===== config.mk =====
export PLATFORM = sky130hd
export DESIGN_NAME = cache_partition_arbiter_flat
export DESIGN_NICKNAME = d
export VERILOG_FILES = /design/src/rtl/cache_partition_arbiter_if.sv /design/src/rtl/cache_partition_arbiter.sv /design/src/flat_wrapper.sv
export SDC_FILE = /design/constraint.sdc
export NUM_CORES = 1
export LEC_CHECK = 0
export ABC_AREA = 1
export ABC_CLOCK_PERIOD_IN_PS = 1400
export CAP_MARGIN = 20
export CORE_MARGIN = 2
export CORE_UTILIZATION = 40
export DETAILED_ROUTE_END_ITERATION = 8
export PLACE_DENSITY_LB_ADDON = 0.25
export SLEW_MARGIN = 20
export SYNTH_ARGS = -nofsm -noshare
export SYNTH_HDL_FRONTEND = slang
export SYNTH_SLANG_ARGS = --single-unit

===== constraint.sdc =====
create_clock -name clk -period 1.4 [get_ports clk]
set_input_delay 0.28 -clock clk [delete_from_list [all_inputs] [get_ports clk]]
set_output_delay 0.28 -clock clk [all_outputs]
set_load 0.1 [all_outputs]

===== src/rtl/cache_partition_arbiter_if.sv =====
// Request, cacheline-lookup and response signals shared by the partition arbiter
// and whatever drives it. The arbiter connects through the slave modport.
interface cache_partition_arbiter_if #(
    parameter int NUM_WAYS   = 4,
    parameter int ADDR_WIDTH = 8
);
    logic                  os_valid;
    logic [ADDR_WIDTH-1:0] os_addr;
    logic                  os_ready;
    logic                  user_valid;
    logic [ADDR_WIDTH-1:0] user_addr;
    logic                  user_ready;
    logic [NUM_WAYS-1:0]   os_way_mask;
    logic [NUM_WAYS-1:0]   user_way_mask;
    logic                  line_os_req;
    logic                  line_user_req;
    logic [ADDR_WIDTH-1:0] line_addr;
    logic [NUM_WAYS-1:0]   line_hitmap;
    logic                  resp_valid;
    logic                  resp_os;
    logic                  resp_hit;
    logic [NUM_WAYS-1:0]   resp_way;
    logic                  resp_err;

    modport master (
        output os_valid, os_addr, user_valid, user_addr,
               os_way_mask, user_way_mask, line_hitmap,
        input  os_ready, user_ready, line_os_req, line_user_req, line_addr,
               resp_valid, resp_os, resp_hit, resp_way, resp_err
    );

    modport slave (
        input  os_valid, os_addr, user_valid, user_addr,
               os_way_mask, user_way_mask, line_hitmap,
        output os_ready, user_ready, line_os_req, line_user_req, line_addr,
               resp_valid, resp_os, resp_hit, resp_way, resp_err
    );
endinterface


===== src/rtl/cache_partition_arbiter.sv =====
// Arbitrates OS and user cache lookups, restricts hits to each domain's way
// partition and picks round-robin victims per domain on a miss.
module cache_partition_arbiter #(
    parameter int NUM_WAYS   = 4,
    parameter int ADDR_WIDTH = 8
) (
    input logic                      clk,
    input logic                      reset,
    cache_partition_arbiter_if.slave bus
);
    localparam int PTR_W = (NUM_WAYS > 1) ? $clog2(NUM_WAYS) : 1;

    typedef enum logic [1:0] {IDLE, LOOKUP, RESOLVE, RESP} state_t;

    state_t              state;
    logic                owner_os;
    logic [NUM_WAYS-1:0] mask_q;
    logic                last_user;
    logic [PTR_W-1:0]    os_ptr;
    logic [PTR_W-1:0]    user_ptr;

    logic                grant_os;
    logic                grant_user;
    logic                in_idle;

    // A tie goes to the domain not granted last; last_user=1 out of reset hands the first tie to OS.
    assign in_idle        = (state == IDLE) && !reset;
    assign grant_os       = bus.os_valid && (!bus.user_valid || last_user);
    assign grant_user     = bus.user_valid && !grant_os;
    assign bus.os_ready   = in_idle && grant_os;
    assign bus.user_ready = in_idle && grant_user;

    logic [NUM_WAYS-1:0] masked;
    logic [NUM_WAYS-1:0] hit_way;
    logic                hit_found;
    logic [PTR_W-1:0]    ptr_cur;
    logic                hi_found;
    logic [PTR_W-1:0]    hi_idx;
    logic [NUM_WAYS-1:0] hi_way;
    logic                lo_found;
    logic [PTR_W-1:0]    lo_idx;
    logic [NUM_WAYS-1:0] lo_way;
    logic [PTR_W-1:0]    victim_idx;
    logic [NUM_WAYS-1:0] victim_way;
    logic [PTR_W-1:0]    ptr_next;

    // Victim search: first owned way at/after the pointer, else wrap to the first owned way.
    always_comb begin
        // NOTE: every variable gets a default before any conditional write so no latch is inferred.
        masked    = bus.line_hitmap & mask_q;
        ptr_cur   = owner_os ? os_ptr : user_ptr;
        hit_found = 1'b0;
        hit_way   = '0;
        hi_found  = 1'b0;
        hi_idx    = '0;
        hi_way    = '0;
        lo_found  = 1'b0;
        lo_idx    = '0;
        lo_way    = '0;
        for (int i = 0; i < NUM_WAYS; i++) begin
            if (masked[i] && !hit_found) begin
                hit_found  = 1'b1;
                hit_way[i] = 1'b1;
            end
            if (mask_q[i] && !hi_found && (i >= int'(ptr_cur))) begin
                hi_found  = 1'b1;
                hi_idx    = PTR_W'(i);
                hi_way[i] = 1'b1;
            end
            if (mask_q[i] && !lo_found) begin
                lo_found  = 1'b1;
                lo_idx    = PTR_W'(i);
                lo_way[i] = 1'b1;
            end
        end
        victim_idx = hi_found ? hi_idx : lo_idx;
        victim_way = hi_found ? hi_way : lo_way;
        ptr_next   = (victim_idx == PTR_W'(NUM_WAYS - 1)) ? '0 : victim_idx + PTR_W'(1);
    end

    always_ff @(posedge clk) begin
        // NOTE: sequential state uses non-blocking assignments so every register samples pre-edge values.
        if (reset) begin
            state             <= IDLE;
            owner_os          <= 1'b0;
            mask_q            <= '0;
            last_user         <= 1'b1;
            os_ptr            <= '0;
            user_ptr          <= '0;
            bus.line_os_req   <= 1'b0;
            bus.line_user_req <= 1'b0;
            bus.line_addr     <= '0;
            bus.resp_valid    <= 1'b0;
            bus.resp_os       <= 1'b0;
            bus.resp_hit      <= 1'b0;
            bus.resp_way      <= '0;
            bus.resp_err      <= 1'b0;
        end else begin
            case (state)
                IDLE: begin
                    if (grant_os || grant_user) begin
                        state             <= LOOKUP;
                        owner_os          <= grant_os;
                        last_user         <= grant_user;
                        mask_q            <= grant_os ? bus.os_way_mask : bus.user_way_mask;
                        bus.line_addr     <= grant_os ? bus.os_addr : bus.user_addr;
                        bus.line_os_req   <= grant_os;
                        bus.line_user_req <= grant_user;
                    end
                end
                LOOKUP: begin
                    state <= RESOLVE;
                end
                RESOLVE: begin
                    state             <= RESP;
                    bus.line_os_req   <= 1'b0;
                    bus.line_user_req <= 1'b0;
                    bus.resp_valid    <= 1'b1;
                    bus.resp_os       <= owner_os;
                    if (mask_q == '0) begin
                        bus.resp_err <= 1'b1;
                        bus.resp_hit <= 1'b0;
                        bus.resp_way <= '0;
                    end else if (hit_found) begin
                        bus.resp_err <= 1'b0;
                        bus.resp_hit <= 1'b1;
                        bus.resp_way <= hit_way;
                    end else begin
                        bus.resp_err <= 1'b0;
                        bus.resp_hit <= 1'b0;
                        bus.resp_way <= victim_way;
                        if (owner_os) os_ptr <= ptr_next;
                        else          user_ptr <= ptr_next;
                    end
                end
                RESP: begin
                    state          <= IDLE;
                    bus.resp_valid <= 1'b0;
                    bus.resp_os    <= 1'b0;
                    bus.resp_hit   <= 1'b0;
                    bus.resp_way   <= '0;
                    bus.resp_err   <= 1'b0;
                end
                default: state <= IDLE;
            endcase
        end
    end
endmodule


===== src/flat_wrapper.sv =====
// flat-port wrapper written by rule: the top's interface ports become plain ports
module cache_partition_arbiter_flat 
#(
    parameter int NUM_WAYS   = 4,
    parameter int ADDR_WIDTH = 8
)
  (clk, reset, bus_os_valid, bus_os_addr, bus_user_valid, bus_user_addr, bus_os_way_mask, bus_user_way_mask, bus_line_hitmap, bus_os_ready, bus_user_ready, bus_line_os_req, bus_line_user_req, bus_line_addr, bus_resp_valid, bus_resp_os, bus_resp_hit, bus_resp_way, bus_resp_err);
  cache_partition_arbiter_if #(.NUM_WAYS(NUM_WAYS), .ADDR_WIDTH(ADDR_WIDTH)) bus_i ();
  input logic clk;
  input logic reset;
  input wire logic [$bits(bus_i.os_valid)-1:0] bus_os_valid;
  input wire logic [$bits(bus_i.os_addr)-1:0] bus_os_addr;
  input wire logic [$bits(bus_i.user_valid)-1:0] bus_user_valid;
  input wire logic [$bits(bus_i.user_addr)-1:0] bus_user_addr;
  input wire logic [$bits(bus_i.os_way_mask)-1:0] bus_os_way_mask;
  input wire logic [$bits(bus_i.user_way_mask)-1:0] bus_user_way_mask;
  input wire logic [$bits(bus_i.line_hitmap)-1:0] bus_line_hitmap;
  output wire logic [$bits(bus_i.os_ready)-1:0] bus_os_ready;
  output wire logic [$bits(bus_i.user_ready)-1:0] bus_user_ready;
  output wire logic [$bits(bus_i.line_os_req)-1:0] bus_line_os_req;
  output wire logic [$bits(bus_i.line_user_req)-1:0] bus_line_user_req;
  output wire logic [$bits(bus_i.line_addr)-1:0] bus_line_addr;
  output wire logic [$bits(bus_i.resp_valid)-1:0] bus_resp_valid;
  output wire logic [$bits(bus_i.resp_os)-1:0] bus_resp_os;
  output wire logic [$bits(bus_i.resp_hit)-1:0] bus_resp_hit;
  output wire logic [$bits(bus_i.resp_way)-1:0] bus_resp_way;
  output wire logic [$bits(bus_i.resp_err)-1:0] bus_resp_err;
  assign bus_i.os_valid = bus_os_valid;
  assign bus_i.os_addr = bus_os_addr;
  assign bus_i.user_valid = bus_user_valid;
  assign bus_i.user_addr = bus_user_addr;
  assign bus_i.os_way_mask = bus_os_way_mask;
  assign bus_i.user_way_mask = bus_user_way_mask;
  assign bus_i.line_hitmap = bus_line_hitmap;
  assign bus_os_ready = bus_i.os_ready;
  assign bus_user_ready = bus_i.user_ready;
  assign bus_line_os_req = bus_i.line_os_req;
  assign bus_line_user_req = bus_i.line_user_req;
  assign bus_line_addr = bus_i.line_addr;
  assign bus_resp_valid = bus_i.resp_valid;
  assign bus_resp_os = bus_i.resp_os;
  assign bus_resp_hit = bus_i.resp_hit;
  assign bus_resp_way = bus_i.resp_way;
  assign bus_resp_err = bus_i.resp_err;
  cache_partition_arbiter #(.NUM_WAYS(NUM_WAYS), .ADDR_WIDTH(ADDR_WIDTH)) u_core (.clk(clk), .reset(reset), .bus(bus_i));
endmodule

==> Word level (Yosys, flattened, before mapping) <==
Cells that the tools add are included.
W data, S select, Z words.
{ "op_classes": {"n_addsub": 1, "magnitude_cmp": 3, "eq_ne": 5, "mux": 48, "bitwise_logic": 4, "reduce_logical": 39} }
{ "ops": {"columns": ["cell", "count"], "rows": [
  ["$mux W1", 27],
  ["$logic_and A1 B1 Y1", 17],
  ["$mux W2", 8],
  ["$mux W4", 4],
  ["$logic_not A1 Y1", 12],
  ["$pmux W1 S2", 6],
  ["$mux W8", 1],
  ["$pmux W2 S4", 1],
  ["$pmux W4 S2", 1],
  ["$reduce_and A4 Y1", 2],
  ["$eq A2 B2 Y1 const B", 3],
  ["$and A4 B4 Y4", 1],
  ["$ge A1 B2 Y1 const A", 2],
  ["$logic_not A4 Y1", 1],
  ["$reduce_and A2 Y1", 2],
  ["$reduce_bool A2 Y1", 2],
  ["$not A1 Y1", 3],
  ["$add A2 B1 Y2 const B", 1],
  ["$eq A2 B1 Y1 const B", 1],
  ["$ge A2 B2 Y1 const A", 1],
  ["$logic_not A2 Y1", 1],
  ["$logic_or A1 B1 Y1", 2],
  ["$ne A2 B2 Y1 const B", 1]
]} }
{ "totals": {"ff_bits": 30, "in_bits": 32, "out_inout_bits": 20, "word_cells": 114} }

==> Logic depth before layout (Yosys ltp) <==
{ "logic_depth": {"depth_word": 19, "ltp_mapped": 12, "ltp_nobuf": 12} }

==> Least setup slack after synthesis <==
OpenSTA, ideal clock, no wires.
{ "synth_timing": {"kind": "reg2reg", "startpoint": "reg u_core.state[0]", "endpoint": "reg u_core.bus.line_os_req", "setup_time_ns": 0.070, "t_arrival_ns": 2.168, "required_time_ns": 1.330, "slack_ns": -0.839, "path_stages_with_launch": 6, "n_path_buf": 0, "synth_period_minus_slack_ns": 2.239, "path_cell_list": "dfxtp_1 inv_1 ha_1 nand2_1 nor2_1 a32o_1"} }
{ "synth_between": {"elab_chain_len": 3, "word_cells_on_any_way": 6, "classes_between": "2 x eq/ne; 1 x mux; 3 x reduce/logical"} }
{ "synth_lines": {"columns": ["item", "line", "text"], "rows": [
  ["from (decl)", "cache_partition_arbiter.sv:15", "state_t state;"],
  ["from (signal assigned)", "cache_partition_arbiter.sv:84", "state <= IDLE;"],
  ["from (signal assigned)", "cache_partition_arbiter.sv:102", "state <= LOOKUP;"],
  ["from (signal assigned)", "cache_partition_arbiter.sv:112", "state <= RESOLVE;"],
  ["$eq A2 B2 Y1 / $logic_not A2 Y1 (equally long branches)", "cache_partition_arbiter.sv:99", "case (state)"],
  ["$reduce_bool A2 Y1 (no source line) / $ne A2 B2 Y1 (equally long branches)", null, null],
  ["$reduce_and A2 Y1 (no source line)", null, null],
  ["to (signal assigned)", "cache_partition_arbiter.sv:107", "bus.line_os_req <= grant_os;"],
  ["to (decl)", "cache_partition_arbiter_if.sv:35", "output os_ready, user_ready, line_os_req, line_user_req, line_addr,"]
]} }
Parallel ways exist; a longest one is shown, timed or not.
A chain may end at the register's enable or synchronous reset.

==> Final worst setup path <==
{ "layout_timing": {"startpoint": "reg u_core.state[1]", "endpoint": "out bus_user_ready"} }
{ "layout_between": {"elab_chain_len": 3} }
{ "layout_lines": {"columns": ["item", "line", "text"], "rows": [
  ["$logic_not A2 Y1", "cache_partition_arbiter.sv:27", "assign in_idle = (state == IDLE) && !reset;"],
  ["$logic_and A1 B1 Y1", "cache_partition_arbiter.sv:27", null],
  ["$logic_and A1 B1 Y1", "cache_partition_arbiter.sv:31", "assign bus.user_ready = in_idle && grant_user;"],
  ["to (decl)", "flat_wrapper.sv:19", "output wire logic [$bits(bus_i.user_ready)-1:0] bus_user_ready;"]
]} }
No other way between the ends.

==> metrics.md <==
| Metric | Value |
|---|---|
| Global-route congestion overflow total | `0` |
| Min cycle time layout | `between 1500 and 2000 ps` |
| Layout overhead on the synthesized area | `90.1%` |
| Startpoint class of the critical path | `flip-flop` |
| Violated checks | `setup timing` |
| Final non-filler cell area | `0.00290 sq mm` |
| Clock Tree Root | `clkbuf_8` |
| Reg power frac | `0.235` |
| Worst vdd ir | `between 0.001 and 0.0015 V` |
| Post-Synthesis Mean Instance Area | `between 6 and 7 sq um` |
| PwrDens | `1970 mW/mm^2` |
| Primary flip-flop cell chosen by synthesis mapping | `dfxtp_1` |
| Unrepaired setup endpoints after global routing | `yes` |
| Worst Path Arrival | `roughly 1400 ps` |
| Die ar. | `0.00433 sq mm` |
| Share of the core filled with cells | `0.793` |
| Post-CTS Hold Buffers | `0` |
| Number of cells in the finished layout apart from fillers | `360` |
| CTS max path bufs | `2` |
| Type of the worst setup path | `flip-flop to primary output` |
| Row cnt | `22` |
| Input/output buffers | `slightly above 50` |
| # H-tree levels | `2` |
| Synthesized flop and latch total | `30` |
| First drt pass iteration count | `4` |
| Worst-path maximum fanout | `4` |
| Hold violation count in the final report | `0` |
| Leakage dissipation | `roughly 1.3 nW` |
| Die Height | `roughly 66 um` |
| Count of pins on the block boundary | `between 50 and 60` |
| Worst clock skew | `around 2.4 ps` |
| Core area | `0.00366 sq mm` |
| Via count of the first global-routing pass | `~1700` |
| Tightest Hold Check Type | `primary input to flip-flop` |
| Number of vias after detailed routing | `about 1900` |
| Overall global routing resource usage | `0.219` |
| Detailed-route vias per instance | `~5.2` |
| Rel. slew slack | `0.828` |
| CTS sink cnt | `30` |
| Number of nets in the final layout | `~350` |
| Area taken by multi-input logic gates | `about 1000 sq um` |
| Final setup violation count | `10` |
| Gpl congestion | `roughly 0.88` |
| Top library cells by usage in the layout, fill and taps aside | `nand2_1 (50), buf_4 (37), clkdlybuf4s50_1 (26), dfxtp_1 (22), buf_12 (21)` |
| Kind of end point of the critical path | `primary output` |
| Number of nets with antenna violations after detailed routing | `0` |
| Clock latency at the later pin of the worst-skew pair | `280 ps` |
| Placed wire-length estimate after detailed placement | `just over 3000 um` |
| Drt initial violations | `slightly below 80` |
| Synthesized area | `approximately 0.0015 sq mm` |
| Overall die width | `approximately 66 um` |
| Per-cell routed wire length | `approximately 14 um` |
| Seq. cell area | `~620 sq um` |
| Clock tree from TritonCTS | `yes` |
| Yosys Warn Count | `0` |
| Clk slew on worst S/H paths | `60 ps` |
| Starting density of the core | `0.417` |
| Max-cap check violation count | `0` |
| Total inserted antenna cells | `0` |
| Cell area after placement | `~0.0025 sq mm` |
| Switching power | `between 2 and 3 mW` |
| Total nets after synthesis | `between 200 and 300` |
| Sw Share | `0.479` |
| Total Power Consumption | `5.71 mW` |
| Filler cells | `~250` |
| Maximum operating frequency | `between 0.6 and 0.7 GHz` |
| Fin worst setup slack | `-242 ps` |
| Num CTS Buffers | `5` |
| Fraction of registers with async set or reset after synthesis | `0` |
| Commonest non-fill, non-tap cell in the layout | `nand2_1` |
| Share of final-layout standard cells stronger than drive strength 1 | `0.423` |
| Combinational Power Share | `0.640` |
| Number of different library cells in the post-synthesis netlist | `30` |
| First-pass GRT wire length | `7430 um` |
| Worst EP required | `around 1100 ps` |
| Number of cells after detailed placement | `between 300 and 400` |
| Clk network pwr share | `0.125` |
| Residual DRC | `0` |
| Final critical-path share of the clock period | `1.17` |
| Sequential-to-total area share from yosys stat | `0.393` |
| Number of pins exceeding their max-slew limit in the final report | `0` |
| Initial antenna violation count | `0` |
| Total routed wirelength | `just under 5000 um` |
| Cell-internal power | `roughly 3.0 mW` |
| Result of the run | `finished, violations left` |
| Pin count of the biggest net entering global routing | `26` |
| Count of flip-flops with a built-in enable after synthesis | `0` |
| Slew at the pin closest to its max-slew limit | `between 200 and 300 ps` |
| Mapped Cells | `220` |
==> kinds of logic after synthesis <==
kind of cell / after synthesis / share of synthesized area
flip-flops: 30 / 0.393
adder cells (fa/ha/maj): 4 / 0.0328
AND/OR/NAND/NOR: 101 / 0.282
buffers and inverters: 32 / 0.0803
AO/OA/AOI/OAI: 53 / 0.212
==> registers in the layout, summed over array words and instances, names as in the netlist, 2 cells and up <==
register / flops
u_core.bus.resp_way: 4
u_core.os_ptr: 2
u_core.state: 2
u_core.mask_q: 4
u_core.bus.line_addr: 8
u_core.user_ptr: 2
==> worst paths after layout <==
path,start,to,slack (ps),cells after the start
worst max register to register,u_core.owner_os,u_core.user_ptr[1],-130,10
worst min register to register,u_core.bus.resp_err,u_core.bus.resp_err,500,2
worst min-delay path,bus_line_hitmap[2],u_core.bus.resp_way[3],450,6
worst max-delay path,u_core.state[1],bus_user_ready,-240,7
==> what timing repair did <==
| item | CTS | global route |
|---|---|---|
| gates resized for setup | 32 | 40 |
| gates cloned | 1 | 0 |
| pin swaps | 11 | 7 |
| endpoints found under the setup margin | 15 | 27 |
| setup buffers | 10 | 12 |
==> synthesized netlist by cell type (3+ instances only) <==
library cell	number	share of area
nor2_2	4	0.016
nand2_1	66	0.16
nand3_1	8	0.026
clkinv_1	4	0.0098
clkbuf_1	5	0.012
nand4_1	3	0.012
a21oi_2	3	0.017
nor2_1	13	0.032
a31oi_1	13	0.053
a21oi_1	9	0.029
ha_1	4	0.033
dfxtp_1	30	0.39
inv_2	3	0.0074
o21ai_0	17	0.056
inv_1	18	0.044
==> final cells by class <==
cell class / instances / area share
repair inverters: 1 / 0.00259
multi-input cells: 158 / 0.343
inverters: 25 / 0.0379
clock inverters: 1 / 0.00172
well taps: 48 / 0.0207
flip-flops and latches: 30 / 0.214
repair buffers: 90 / 0.350
clock buffers: 7 / 0.0297
==> through the flow <==
stage	hold slack [ps]	TNS (ps)	setup slack, ps
2_1_floorplan	441	-126	-51.8
3_3_place_gp	492	-5390	-294
3_5_place_dp	499	-6610	-337
4_1_cts	507	-598	-217
5_1_grt	463	-2770	-304
6_report	447	-945	-242
==> routing by layer <==
metal,GRT usage,vias up,wire length [um]
met3,0.0528,12,226
met4,0.0651,0,89
li1,-,914,-
met2,0.388,56,2660
met1,0.261,884,1910
met5,0,-,0
==> power by group through the flow <==
stage / logic, mW / clock network, mW / registers (mW)
floorplan: 1.07 / 0 / 2.11
global placement: 2.99 / 0 / 1.30
detailed placement: 3.02 / 0 / 1.31
CTS: 3.22 / 0.723 / 1.32
global route: 3.86 / 0.778 / 1.37
finish: 3.65 / 0.716 / 1.34
==> critical path, stage by stage, from the launching register on <==
cell	delay, ps
dfxtp_4	360
inv_4	60
ha_4	160
nand2_4	70
nor2_4	100
nand2_2	80
clkinvlp_4	80
buf_12	160
No activity file was read; power rests on OpenSTA's default activity.
